**src/rtl/clock_pkg.sv**
```systemverilog
// Shared definitions for the clock datapath: standard field ranges and
// BCD <-> decimal helpers used by the BCD counters.
package clock_pkg;

    // Standard field ranges (decimal, inclusive).
    localparam int HOUR24_MIN = 0;
    localparam int HOUR24_MAX = 23;
    localparam int HOUR12_MIN = 1;
    localparam int HOUR12_MAX = 12;
    localparam int MINSEC_MIN = 0;
    localparam int MINSEC_MAX = 59;

    // Two BCD digits, tens first.
    typedef struct packed {
        logic [3:0] h;
        logic [3:0] l;
    } bcd_t;

    // Decimal value 10*h + l, computed at 7 bits.
    function automatic logic [6:0] bcd2dec(input logic [3:0] h, input logic [3:0] l);
        logic [6:0] h7;
        h7 = 7'(h);
        return (h7 * 7'd10) + 7'(l);
    endfunction

    // Constant conversion of a decimal value (0..99) to two BCD digits.
    function automatic bcd_t dec2bcd(input int v);
        bcd_t r;
        r.h = 4'(v / 10);
        r.l = 4'(v % 10);
        return r;
    endfunction

    // Inclusive range test on a 7-bit decimal value.
    function automatic logic in_range(input logic [6:0] v, input logic [6:0] lo,
                                      input logic [6:0] hi);
        return (v >= lo) && (v <= hi);
    endfunction

    // Both digits are legal BCD codes.
    function automatic logic digits_ok(input logic [3:0] h, input logic [3:0] l);
        return (h <= 4'd9) && (l <= 4'd9);
    endfunction

endpackage

```
**src/rtl/bcd_digit.sv**
```systemverilog
// Single mod-(TOP+1) BCD digit with load, up and down stepping. Wraps
// TOP->0 on up and 0->TOP on down; at_max_o/at_min_o flag the wrap points
// so the enclosing field can ripple into the next digit.
module bcd_digit #(
    parameter int           W       = 4,
    parameter int           TOP     = 9,
    parameter logic [W-1:0] RST_VAL = '0
) (
    input  logic         clk_i,
    input  logic         rst_i,
    input  logic         ld_i,
    input  logic [W-1:0] ld_val_i,
    input  logic         inc_i,
    input  logic         dec_i,
    output logic [W-1:0] q_o,
    output logic         at_max_o,
    output logic         at_min_o
);

    localparam logic [W-1:0] TOP_Q = W'(TOP);

    logic [W-1:0] q_q;
    logic [W-1:0] q_d;

    assign q_o      = q_q;
    assign at_max_o = (q_q == TOP_Q);
    assign at_min_o = (q_q == '0);

    // Next digit value: load wins over up, up over down.
    always_comb begin
        // NOTE: assign the default first so every path drives q_d and no latch is inferred.
        q_d = q_q;
        if (ld_i) begin
            q_d = ld_val_i;
        end else if (inc_i) begin
            q_d = at_max_o ? '0 : q_q + W'(1);
        end else if (dec_i) begin
            q_d = at_min_o ? TOP_Q : q_q - W'(1);
        end
    end

    // Digit register with synchronous reset.
    always_ff @(posedge clk_i) begin
        // NOTE: non-blocking assignments so every register samples pre-edge values.
        if (rst_i) begin
            q_q <= RST_VAL;
        end else begin
            q_q <= q_d;
        end
    end

endmodule

```
**src/rtl/bcd_mod_counter.sv**
```systemverilog
// Two-digit BCD modulo counter MIN_VAL..MAX_VAL with up/down count, checked
// parallel load and registered CARRY/BORROW/LDERR pulses for cascading.
// Define BCD_MOD_COUNTER_MATCH_EN to add the CMPH/CMPL compare inputs and
// the registered MATCH output used for alarm compare.
module bcd_mod_counter
    import clock_pkg::*;
#(
    parameter int MIN_VAL = HOUR24_MIN,
    parameter int MAX_VAL = HOUR24_MAX,
    parameter int HW      = 2
) (
    input  logic          CLK,
    input  logic          RST,
    input  logic          CLR,
    input  logic          INC,
    input  logic          DEC,
    input  logic          LD,
    input  logic [HW-1:0] LDH,
    input  logic [3:0]    LDL,
    output logic [HW-1:0] QH,
    output logic [3:0]    QL,
    output logic          CARRY,
    output logic          BORROW,
    output logic          LDERR
`ifdef BCD_MOD_COUNTER_MATCH_EN
   ,input  logic [HW-1:0] CMPH,
    input  logic [3:0]    CMPL,
    output logic          MATCH
`endif
);

    localparam bcd_t          MIN_BCD = dec2bcd(MIN_VAL);
    localparam bcd_t          MAX_BCD = dec2bcd(MAX_VAL);
    localparam logic [HW-1:0] MIN_H   = HW'(MIN_BCD.h);
    localparam logic [3:0]    MIN_L   = MIN_BCD.l;
    localparam logic [HW-1:0] MAX_H   = HW'(MAX_BCD.h);
    localparam logic [3:0]    MAX_L   = MAX_BCD.l;
    localparam logic [6:0]    MIN7    = 7'(MIN_VAL);
    localparam logic [6:0]    MAX7    = 7'(MAX_VAL);
    // Tens digit never needs to wrap on its own; field wrap is a load.
    localparam int            H_TOP   = (((1 << HW) - 1) < 9) ? ((1 << HW) - 1) : 9;

    logic [6:0]    val;
    logic          legal;
    logic          ld_ok;
    logic          dig_ld;
    logic [HW-1:0] dig_ldh;
    logic [3:0]    dig_ldl;
    logic          l_inc, l_dec, h_inc, h_dec;
    logic          l_at_max, l_at_min;
    logic          h_at_max, h_at_min;
    logic          unused_h_flags;
    logic          carry_q, carry_d;
    logic          borrow_q, borrow_d;
    logic          lderr_q, lderr_d;

    assign val            = bcd2dec(4'(QH), QL);
    assign legal          = digits_ok(4'(QH), QL) && in_range(val, MIN7, MAX7);
    assign ld_ok          = digits_ok(4'(LDH), LDL) && in_range(bcd2dec(4'(LDH), LDL), MIN7, MAX7);
    assign unused_h_flags = h_at_max ^ h_at_min;

    // Field control: decode priority and turn field wraps into digit loads.
    always_comb begin
        dig_ld   = 1'b0;
        dig_ldh  = QH;
        dig_ldl  = QL;
        l_inc    = 1'b0;
        l_dec    = 1'b0;
        h_inc    = 1'b0;
        h_dec    = 1'b0;
        carry_d  = 1'b0;
        borrow_d = 1'b0;
        lderr_d  = 1'b0;
        if (CLR) begin
            dig_ld  = 1'b1;
            dig_ldh = MIN_H;
            dig_ldl = MIN_L;
        end else if (LD) begin
            if (ld_ok) begin
                dig_ld  = 1'b1;
                dig_ldh = LDH;
                dig_ldl = LDL;
            end else begin
                lderr_d = 1'b1;
            end
        end else if (INC && !DEC) begin
            if (!legal || (val == MAX7)) begin
                // Wrap to MIN; an illegal encoding recovers without a pulse.
                dig_ld  = 1'b1;
                dig_ldh = MIN_H;
                dig_ldl = MIN_L;
                carry_d = legal;
            end else begin
                l_inc = 1'b1;
                h_inc = l_at_max;
            end
        end else if (DEC && !INC) begin
            if (!legal) begin
                dig_ld  = 1'b1;
                dig_ldh = MIN_H;
                dig_ldl = MIN_L;
            end else if (val == MIN7) begin
                dig_ld   = 1'b1;
                dig_ldh  = MAX_H;
                dig_ldl  = MAX_L;
                borrow_d = 1'b1;
            end else begin
                l_dec = 1'b1;
                h_dec = l_at_min;
            end
        end
    end

    bcd_digit #(
        .W       (4),
        .TOP     (9),
        .RST_VAL (MIN_L)
    ) u_ones (
        .clk_i    (CLK),
        .rst_i    (RST),
        .ld_i     (dig_ld),
        .ld_val_i (dig_ldl),
        .inc_i    (l_inc),
        .dec_i    (l_dec),
        .q_o      (QL),
        .at_max_o (l_at_max),
        .at_min_o (l_at_min)
    );

    bcd_digit #(
        .W       (HW),
        .TOP     (H_TOP),
        .RST_VAL (MIN_H)
    ) u_tens (
        .clk_i    (CLK),
        .rst_i    (RST),
        .ld_i     (dig_ld),
        .ld_val_i (dig_ldh),
        .inc_i    (h_inc),
        .dec_i    (h_dec),
        .q_o      (QH),
        .at_max_o (h_at_max),
        .at_min_o (h_at_min)
    );

    // Pulse registers: one cycle, cleared by reset.
    always_ff @(posedge CLK) begin
        if (RST) begin
            carry_q  <= 1'b0;
            borrow_q <= 1'b0;
            lderr_q  <= 1'b0;
        end else begin
            carry_q  <= carry_d;
            borrow_q <= borrow_d;
            lderr_q  <= lderr_d;
        end
    end

    assign CARRY  = carry_q;
    assign BORROW = borrow_q;
    assign LDERR  = lderr_q;

`ifdef BCD_MOD_COUNTER_MATCH_EN
    logic [6:0] nxt_val;
    logic       match_q;

    // Value the digits take at the next edge, so MATCH lines up with QH/QL.
    always_comb begin
        nxt_val = val;
        if (dig_ld) begin
            nxt_val = bcd2dec(4'(dig_ldh), dig_ldl);
        end else if (l_inc) begin
            nxt_val = val + 7'd1;
        end else if (l_dec) begin
            nxt_val = val - 7'd1;
        end
    end

    // Registered compare against the alarm value.
    always_ff @(posedge CLK) begin
        if (RST) begin
            match_q <= 1'b0;
        end else begin
            match_q <= (nxt_val == bcd2dec(4'(CMPH), CMPL));
        end
    end

    assign MATCH = match_q;
`endif

endmodule

```
**config.mk**
```make
export PLATFORM = sky130hd
export DESIGN_NAME = bcd_mod_counter
export DESIGN_NICKNAME = d
export VERILOG_FILES = /design/src/rtl/clock_pkg.sv /design/src/rtl/bcd_digit.sv /design/src/rtl/bcd_mod_counter.sv
export SDC_FILE = /design/constraint.sdc
export NUM_CORES = 1
export LEC_CHECK = 0
export ABC_AREA = 1
export BUFFER_PORTS_ARGS = -buffer_cell sky130_fd_sc_hd__buf_2
export CAP_MARGIN = 20
export CORE_AREA = 4 4 61 63
export DETAILED_ROUTE_END_ITERATION = 10
export DIE_AREA = 0 0 65 67
export PLACE_DENSITY = 0.68
export SETUP_SLACK_MARGIN = 0.4
export SYNTH_ARGS = -nofsm -noshare
export SYNTH_HDL_FRONTEND = slang
export SYNTH_SLANG_ARGS = --single-unit
export TNS_END_PERCENT = 100
```
**constraint.sdc**
```tcl
create_clock -name CLK -period 2.39 [get_ports CLK]
set_clock_uncertainty 0.1 [all_clocks]
set_input_delay 0.239 -clock CLK [delete_from_list [all_inputs] [get_ports CLK]]
set_output_delay 0.239 -clock CLK [all_outputs]
set_load 0.1 [all_outputs]
```
==> results of run 1 <==
==> routing by layer <==
| layer | wire length, um | up-vias |
|---|---|---|
| li1 | - | 705 |
| met1 | 1430 | 615 |
| met2 | 1600 | 41 |
| met3 | 194 | 10 |
| met4 | 109 | 0 |
| met5 | 0 | - |
==> worst reg2reg max path, stage by stage (launching register included) <==
cell and delay [ns]:
dfxtp_4 0.36, ha_4 0.16, fa_2 0.53, nand2_1 0.05, nor2_1 0.09, nand2_1 0.05, nor2_1 0.08, nand2_1 0.11
nand3_2 0.09, nand2_2 0.06, nand2_2 0.07, nand3_4 0.10, nand2_2 0.17, inv_1 0.07, nor2_1 0.10, nor2_1 0.06
==> layout make-up <==
cell class / instances / area share, %
well taps: 46 / 3.46
clock buffers: 4 / 1.58
inverters: 29 / 6.55
multi-input cells: 154 / 61.4
repair buffers: 38 / 15.1
flip-flops and latches: 9 / 12.0
==> repair_timing <==
item | in CTS | in global routing
buffers inserted | 5 | 4
setup endpoints to repair | 7 | 8
cloned | 0 | 1
gates resized for setup | 6 | 21
pin swaps | 3 | 8
==> Yosys cell counts <==
cell type / count / area (um2)
nor2_1: 29 / 109
nor3_1: 2 / 10.0
nand2_2: 9 / 56.3
a21oi_2: 2 / 17.5
a21oi_1: 6 / 30.0
nand2_1: 42 / 158
dfxtp_1: 9 / 180
o211ai_1: 1 / 7.51
inv_2: 4 / 15.0
nand3b_1: 1 / 7.51
nor4_1: 2 / 12.5
o21ai_0: 11 / 55.1
a21oi_4: 1 / 16.3
xor2_1: 1 / 8.76
buf_12: 1 / 20.0
fa_1: 2 / 40.0
o21ai_2: 2 / 17.5
ha_1: 8 / 100
nand3_1: 18 / 90.1
or2_4: 1 / 8.76
and2_1: 1 / 6.26
or2_2: 2 / 12.5
inv_1: 25 / 93.8
nand3_2: 5 / 50.1
nand3_4: 3 / 52.6
nand4_4: 1 / 21.3
nor2_2: 3 / 18.8
==> metrics by stage <==
step           TNS [ns]  total power (uW)
2_1_floorplan         0               933
3_3_place_gp          0              1100
3_5_place_dp          0              1100
4_1_cts               0              1260
5_1_grt          -0.504              1460
6_report              0              1360
==> flip-flops by register name (all words and copies together), names as in the netlist <==
name	count
u_ones.q_o	4
u_tens.q_o	2
BORROW	1
CARRY	1
LDERR	1
==> path summary, 6_finish.rpt <==
kind	start	end	cells after the start
max	u_tens.q_o[0]$_SDFFE_PP0P_	u_ones.q_o[1]$_SDFFE_PP0P_	15
min	RST	BORROW$_SDFF_PP0_	2
max reg2reg	u_tens.q_o[0]$_SDFFE_PP0P_	u_ones.q_o[1]$_SDFFE_PP0P_	15
min reg2reg	u_ones.q_o[0]$_SDFFE_PP0P_	u_ones.q_o[0]$_SDFFE_PP0P_	2
==> kinds of logic (layout without fill, tap and decap cells) <==
kind of cell	after synthesis	after routing
AO/OA/AOI/OAI	23	23
flip-flops	9	9
buffers and inverters	30	71
adder cells (fa/ha/maj)	10	10
XOR/XNOR	1	1
AND/OR/NAND/NOR	119	120
==> where the power goes <==
group	total, uW	switching, uW	leakage [uW]	internal [uW]
logic	1010	672	0.000757	338
registers	221	34.5	0.0000772	187
clock network	127	62.7	0.0000150	64.7
total	1360	769	0.000849	589
==> flow_summary.yaml, run 1 <==
setup_path:
  critPathArrivalTime_ns: 2.42
  r2r_slack_ns: 0.03
  path_cells: "ha_4 > fa_2 > nand2_1 > nor2_1 > nand2_1 > nor2_1 > nand2_1 > nand3_2 > nand2_2 > nand2_2 > nand3_4 > nand2_2 > inv_1 > nor2_1 > nor2_1"
  crit_path_max_fanout: 7
  cp_num_buf_inv: 1
  cp.required_ns: 2.45
  critPathSlowestCell: "fa_2"
  crit_family: "simple AND/OR/NAND/NOR gates"
  cpMostUsedCell: "nor2_1"
  worst_setup_path_end_kind: "flop"
  max_stage_delay_ns: 0.53
  crit_type: "reg -> reg"
  start_kind: "flop"
global_routing:
  grt_pass1_wl_um: 5130
  grt_util_all_layers_pct: 14.9
  gr-total-overflow: 0
  grt_pass1_vias: 1218
  top_usage_layer: "met2"
  antenna_found_initial: 0
  grt_start_max_net_pins: 10
  use_met3_pct: 2.87
  gr-usage-met1_pct: 17.8
  grtUsageMet2_pct: 25.0
place:
  hpwl_um: 2410
  dp_slack_ns: 0.00622
  post_dp_cell_area_um2: 1460
  io_buffers: 20
  placed_cells: 266
  place_congestion: 0.883
synth:
  synth_top_family_by_area: "simple AND/OR/NAND/NOR gates"
  synth_cell_types: 27
  yosysSeqAreaShare_pct: 14.8
  synth-simple-area-share_pct: 50.5
  yosysWarnings: 0
  syn_area_um2: 1210
  synth-seq-cells: 9
  synthMuxAreaShare_pct: 0
  synth-xor-area-share_pct: 0.721
  synth_compound_area_share_pct: 11.8
  synthAdderAreaFrac_pct: 11.5
  synthCells: 192
  synth.avg_cell_area_um2: 6.33
  synth_nets: 214
die:
  die_w_um: 65
  start_util_pct: 37.6
  dieArea_um2: 4360
  num_io_pins: 21
  die_h_um: 67
  rows: 21
  core_area_um2: 3230
cts:
  clock_path_buffers: 2
  root_buffer: "clkbuf_4"
  htreeDepth: 1
  clk_pin_slew_ns: 0.07
  clk_latency_ns: 0.27
  cts_tree: "built"
  clkSinkCount: 9
  ctsHoldBuffers: 0
  cts_buffers: 3
finish:
  fin_area_um2: 1660
  nets: 257
  syn2layout_area_growth_pct: 36.8
  layout_common_cells: "nand2_1, nor2_1, inv_1, buf_2, buf_4"
  fin_cells: 280
  seqCellArea_um2: 199
  final_common_cell: "nand2_1"
  drive_above_1_share_pct: 41.5
  antenna_cells: 0
  multiInputGateArea_um2: 1020
  n_fill_cell: 315
  fin_util_pct: 51.4
timing:
  holdWs_ns: 0.0904
  fin_crit_ns: 2.36
  fmaxAchievable_mhz: 424
  tightestPinTransition_ns: 0.493
  fin_crit_sh_pct: 98.8
  setup_violations: 0
  post-route-worst-setup-slack_ns: 0.0295
  hold_violations: 0
  drv_slew: 0
  rsz0062_at_grt: "true"
  slew_headroom_pct: 67.3
outcome:
  status: "finished clean"
min_path:
  holdCritPathClass: "in -> reg"
routing:
  drt-total-wl_um: 3330
  drt-pass1-iter-count: 4
  viasPerCell: 4.90
  via_count: 1371
  wl_per_cell_um: 11.9
  drc_errors: 0
  ant_nets: 0
  dr.first_iter.drc_count: 38
power_and_ir_drop:
  p_leak_uw: 0.000849
  power.density_nw_per_um2: 817
  peakVddDrop_v: 0.000348
run:
  cap_viol_max_count: 0
No activity file was read; power rests on OpenSTA's default activity.
==> run 2, diff against run 1 <==
--- a/config.mk
+++ b/config.mk
@@ -12,6 +12,7 @@
 export DETAILED_ROUTE_END_ITERATION = 10
 export DIE_AREA = 0 0 65 67
 export PLACE_DENSITY = 0.68
+export REMOVE_ABC_BUFFERS = 1
 export SETUP_SLACK_MARGIN = 0.4
 export SYNTH_ARGS = -nofsm -noshare
 export SYNTH_HDL_FRONTEND = slang
==> run 2 against run 1 <==
  * Register-to-register slack hardly changed
  * Clock power about the same
  * Sequential share of layout area down 0.34 points
  * Critical path depth up 1
  * Final area down 4.8%
  * Die area did not move
  * Routed wire length down 6.3%
  * Count of clock-buffer cells in the layout did not move
  * Global-route usage is essentially flat
  * Worst hold slack worse by 0.018 ns
  * Worst setup slack got worse by 0.0080 ns
  * Cell count down 1.8%
  * Highest routed layer unchanged
==> flow_summary.yaml, run 2 (synthesized netlist as in run 1, its figures left out) <==
routing:
  drt-total-wl_um: 3120
  viasPerCell: 4.67
  via_count: 1284
  drt-pass1-iter-count: 4
  wl_per_cell_um: 11.4
  ant_nets: 0
  dr.first_iter.drc_count: 53
  drc_errors: 0
setup_path:
  cp_num_buf_inv: 1
  cp.required_ns: 2.45
  critPathArrivalTime_ns: 2.43
  startpoint: "u_tens.q_o[0]$_SDFFE_PP0P_"
  crit_path_max_fanout: 4
  critPathSlowestCell: "fa_2"
  path_cells: "ha_4 > fa_2 > nand2_1 > nor2_1 > nand2_1 > nor2_1 > nand2_2 > nand3_2 > nand2_2 > nand2_2 > nand3_4 > buf_6 > nand2_2 > o21ai_2 > nor2_1 > nor2_1"
  crit_family: "simple AND/OR/NAND/NOR gates"
  crit_type: "reg -> reg"
  worst_setup_path_end_kind: "flop"
  max_stage_delay_ns: 0.53
  start_kind: "flop"
  worst_r2r_startpoint: "u_tens.q_o[0]$_SDFFE_PP0P_"
power_and_ir_drop:
  fin_total_pwr_uw: 1300
  power.density_nw_per_um2: 824
  peakVddDrop_v: 0.000309
  p_leak_uw: 0.000821
global_routing:
  grt_pass1_wl_um: 5130
  grt_util_all_layers_pct: 14.9
  grt_start_max_net_pins: 10
  grt_pass1_vias: 1213
  antenna_found_initial: 0
  gr-total-overflow: 0
place:
  hpwl_um: 2370
  placed_cells: 267
  place_congestion: 0.926
  dp_slack_ns: -0.0803
  io_buffers: 20
finish:
  n_fill_cell: 351
  largest_reg_flops: 4
  layout_common_cells: "nand2_1, nor2_1, inv_1, buf_2, nand3_2"
  nets: 252
  final_common_cell: "nand2_1"
  fin_cells: 275
  antenna_cells: 0
  drive_above_1_share_pct: 38.9
  syn2layout_area_growth_pct: 30.2
timing:
  setup_violations: 0
  fmaxAchievable_mhz: 422
  hold_violations: 0
  tightestPinTransition_ns: 0.490
  fin_crit_sh_pct: 99.1
  rsz0062_at_grt: "true"
  slew_headroom_pct: 67.6
  fin_crit_ns: 2.37
  drv_slew: 0
  post-route-worst-setup-slack_ns: 0.0215
run:
  cap_viol_max_count: 0
cts:
  clkSinkCount: 9
  clock_path_buffers: 2
  ctsHoldBuffers: 0
  cts_buffers: 3
  clk_latency_ns: 0.27
  htreeDepth: 1
  root_buffer: "clkbuf_4"
  cts_tree: "built"
  clk_pin_slew_ns: 0.07
min_path:
  min_from: "RST"
  holdCritPathClass: "in -> reg"
die:
  core_area_um2: 3230
  start_util_pct: 37.6
  die_w_um: 65
  rows: 21
  die_h_um: 67
  num_io_pins: 21
  dieArea_um2: 4360
outcome:
  status: "finished clean"
==> run 2: changes by cell type in the layout (fill, tap and decap cells not counted), moves of 2 or more <==
cell	previous run	this run
buf_6	4	2
dfxtp_4	5	0
nor2_4	2	0
buf_4	14	12
o21ai_0	7	10
dfxtp_1	4	6
dfxtp_2	0	3
nor2_1	26	28
o21ai_1	4	1
==> run 2: path summary, 6_finish.rpt <==
kind,slack (ns),depth (start not counted),endpoint
worst max register to register,0.02,16,u_ones.q_o[3]$_SDFFE_PP0P_
worst min register to register,0.54,2,u_ones.q_o[0]$_SDFFE_PP0P_
worst min-delay path,0.07,2,LDERR$_SDFF_PP0_
worst max-delay path,0.02,16,u_ones.q_o[3]$_SDFFE_PP0P_
==> run 2: worst register-to-register path: cells and delay by family, from the launching register on <==
| family | cells | cell delay (ns) |
|---|---|---|
| AOI/OAI and AO/OA | 1 | 0.05 |
| adders and majority gates | 2 | 0.69 |
| buffers and inverters | 1 | 0.16 |
| DFF | 1 | 0.33 |
| and+or+nand+nor | 12 | 0.92 |
==> run 2: what timing repair did <==
item,4_1_cts,5_1_grt
cloned,0,0
gates resized for setup,18,8
pin swaps,7,2
buffers inserted,3,1
endpoints found under the setup margin,8,8
==> run 2: layer usage <==
layer	global-route usage (%)	up-vias	wire, um
li1	-	690	-
met4	3.17	0	51
met5	0	-	0
met2	27.8	30	1510
met3	1.69	7	104
met1	18.2	557	1460
==> run 2: area by class of cell <==
| type | instances | area (um2) | share of cell area (%) |
|---|---|---|---|
| well taps | 46 | 57.6 | 3.64 |
| flip-flops and latches | 9 | 184 | 11.6 |
| multi-input cells | 153 | 992 | 62.7 |
| clock buffers | 4 | 26.3 | 1.66 |
| repair buffers | 34 | 213 | 13.4 |
| inverters | 29 | 109 | 6.88 |
==> run 2: stage by stage <==
step	setup TNS [ns]	utilization, %	area [um2]	hold slack, ns
6_report	0	48.9	1580	0.0720
5_1_grt	-0.491	48.9	1580	0.0742
4_1_cts	0	47.9	1550	0.0714
3_5_place_dp	-0.216	44.2	1430	0.352
3_3_place_gp	-0.101	44.2	1430	0.366
2_1_floorplan	-4.05	-	1190	0.211
==> run 2: where the power goes <==
| part | internal (uW) | switching, uW |
|---|---|---|
| registers | 180 | 33.0 |
| logic | 316 | 648 |
| clock network | 64.8 | 61.2 |
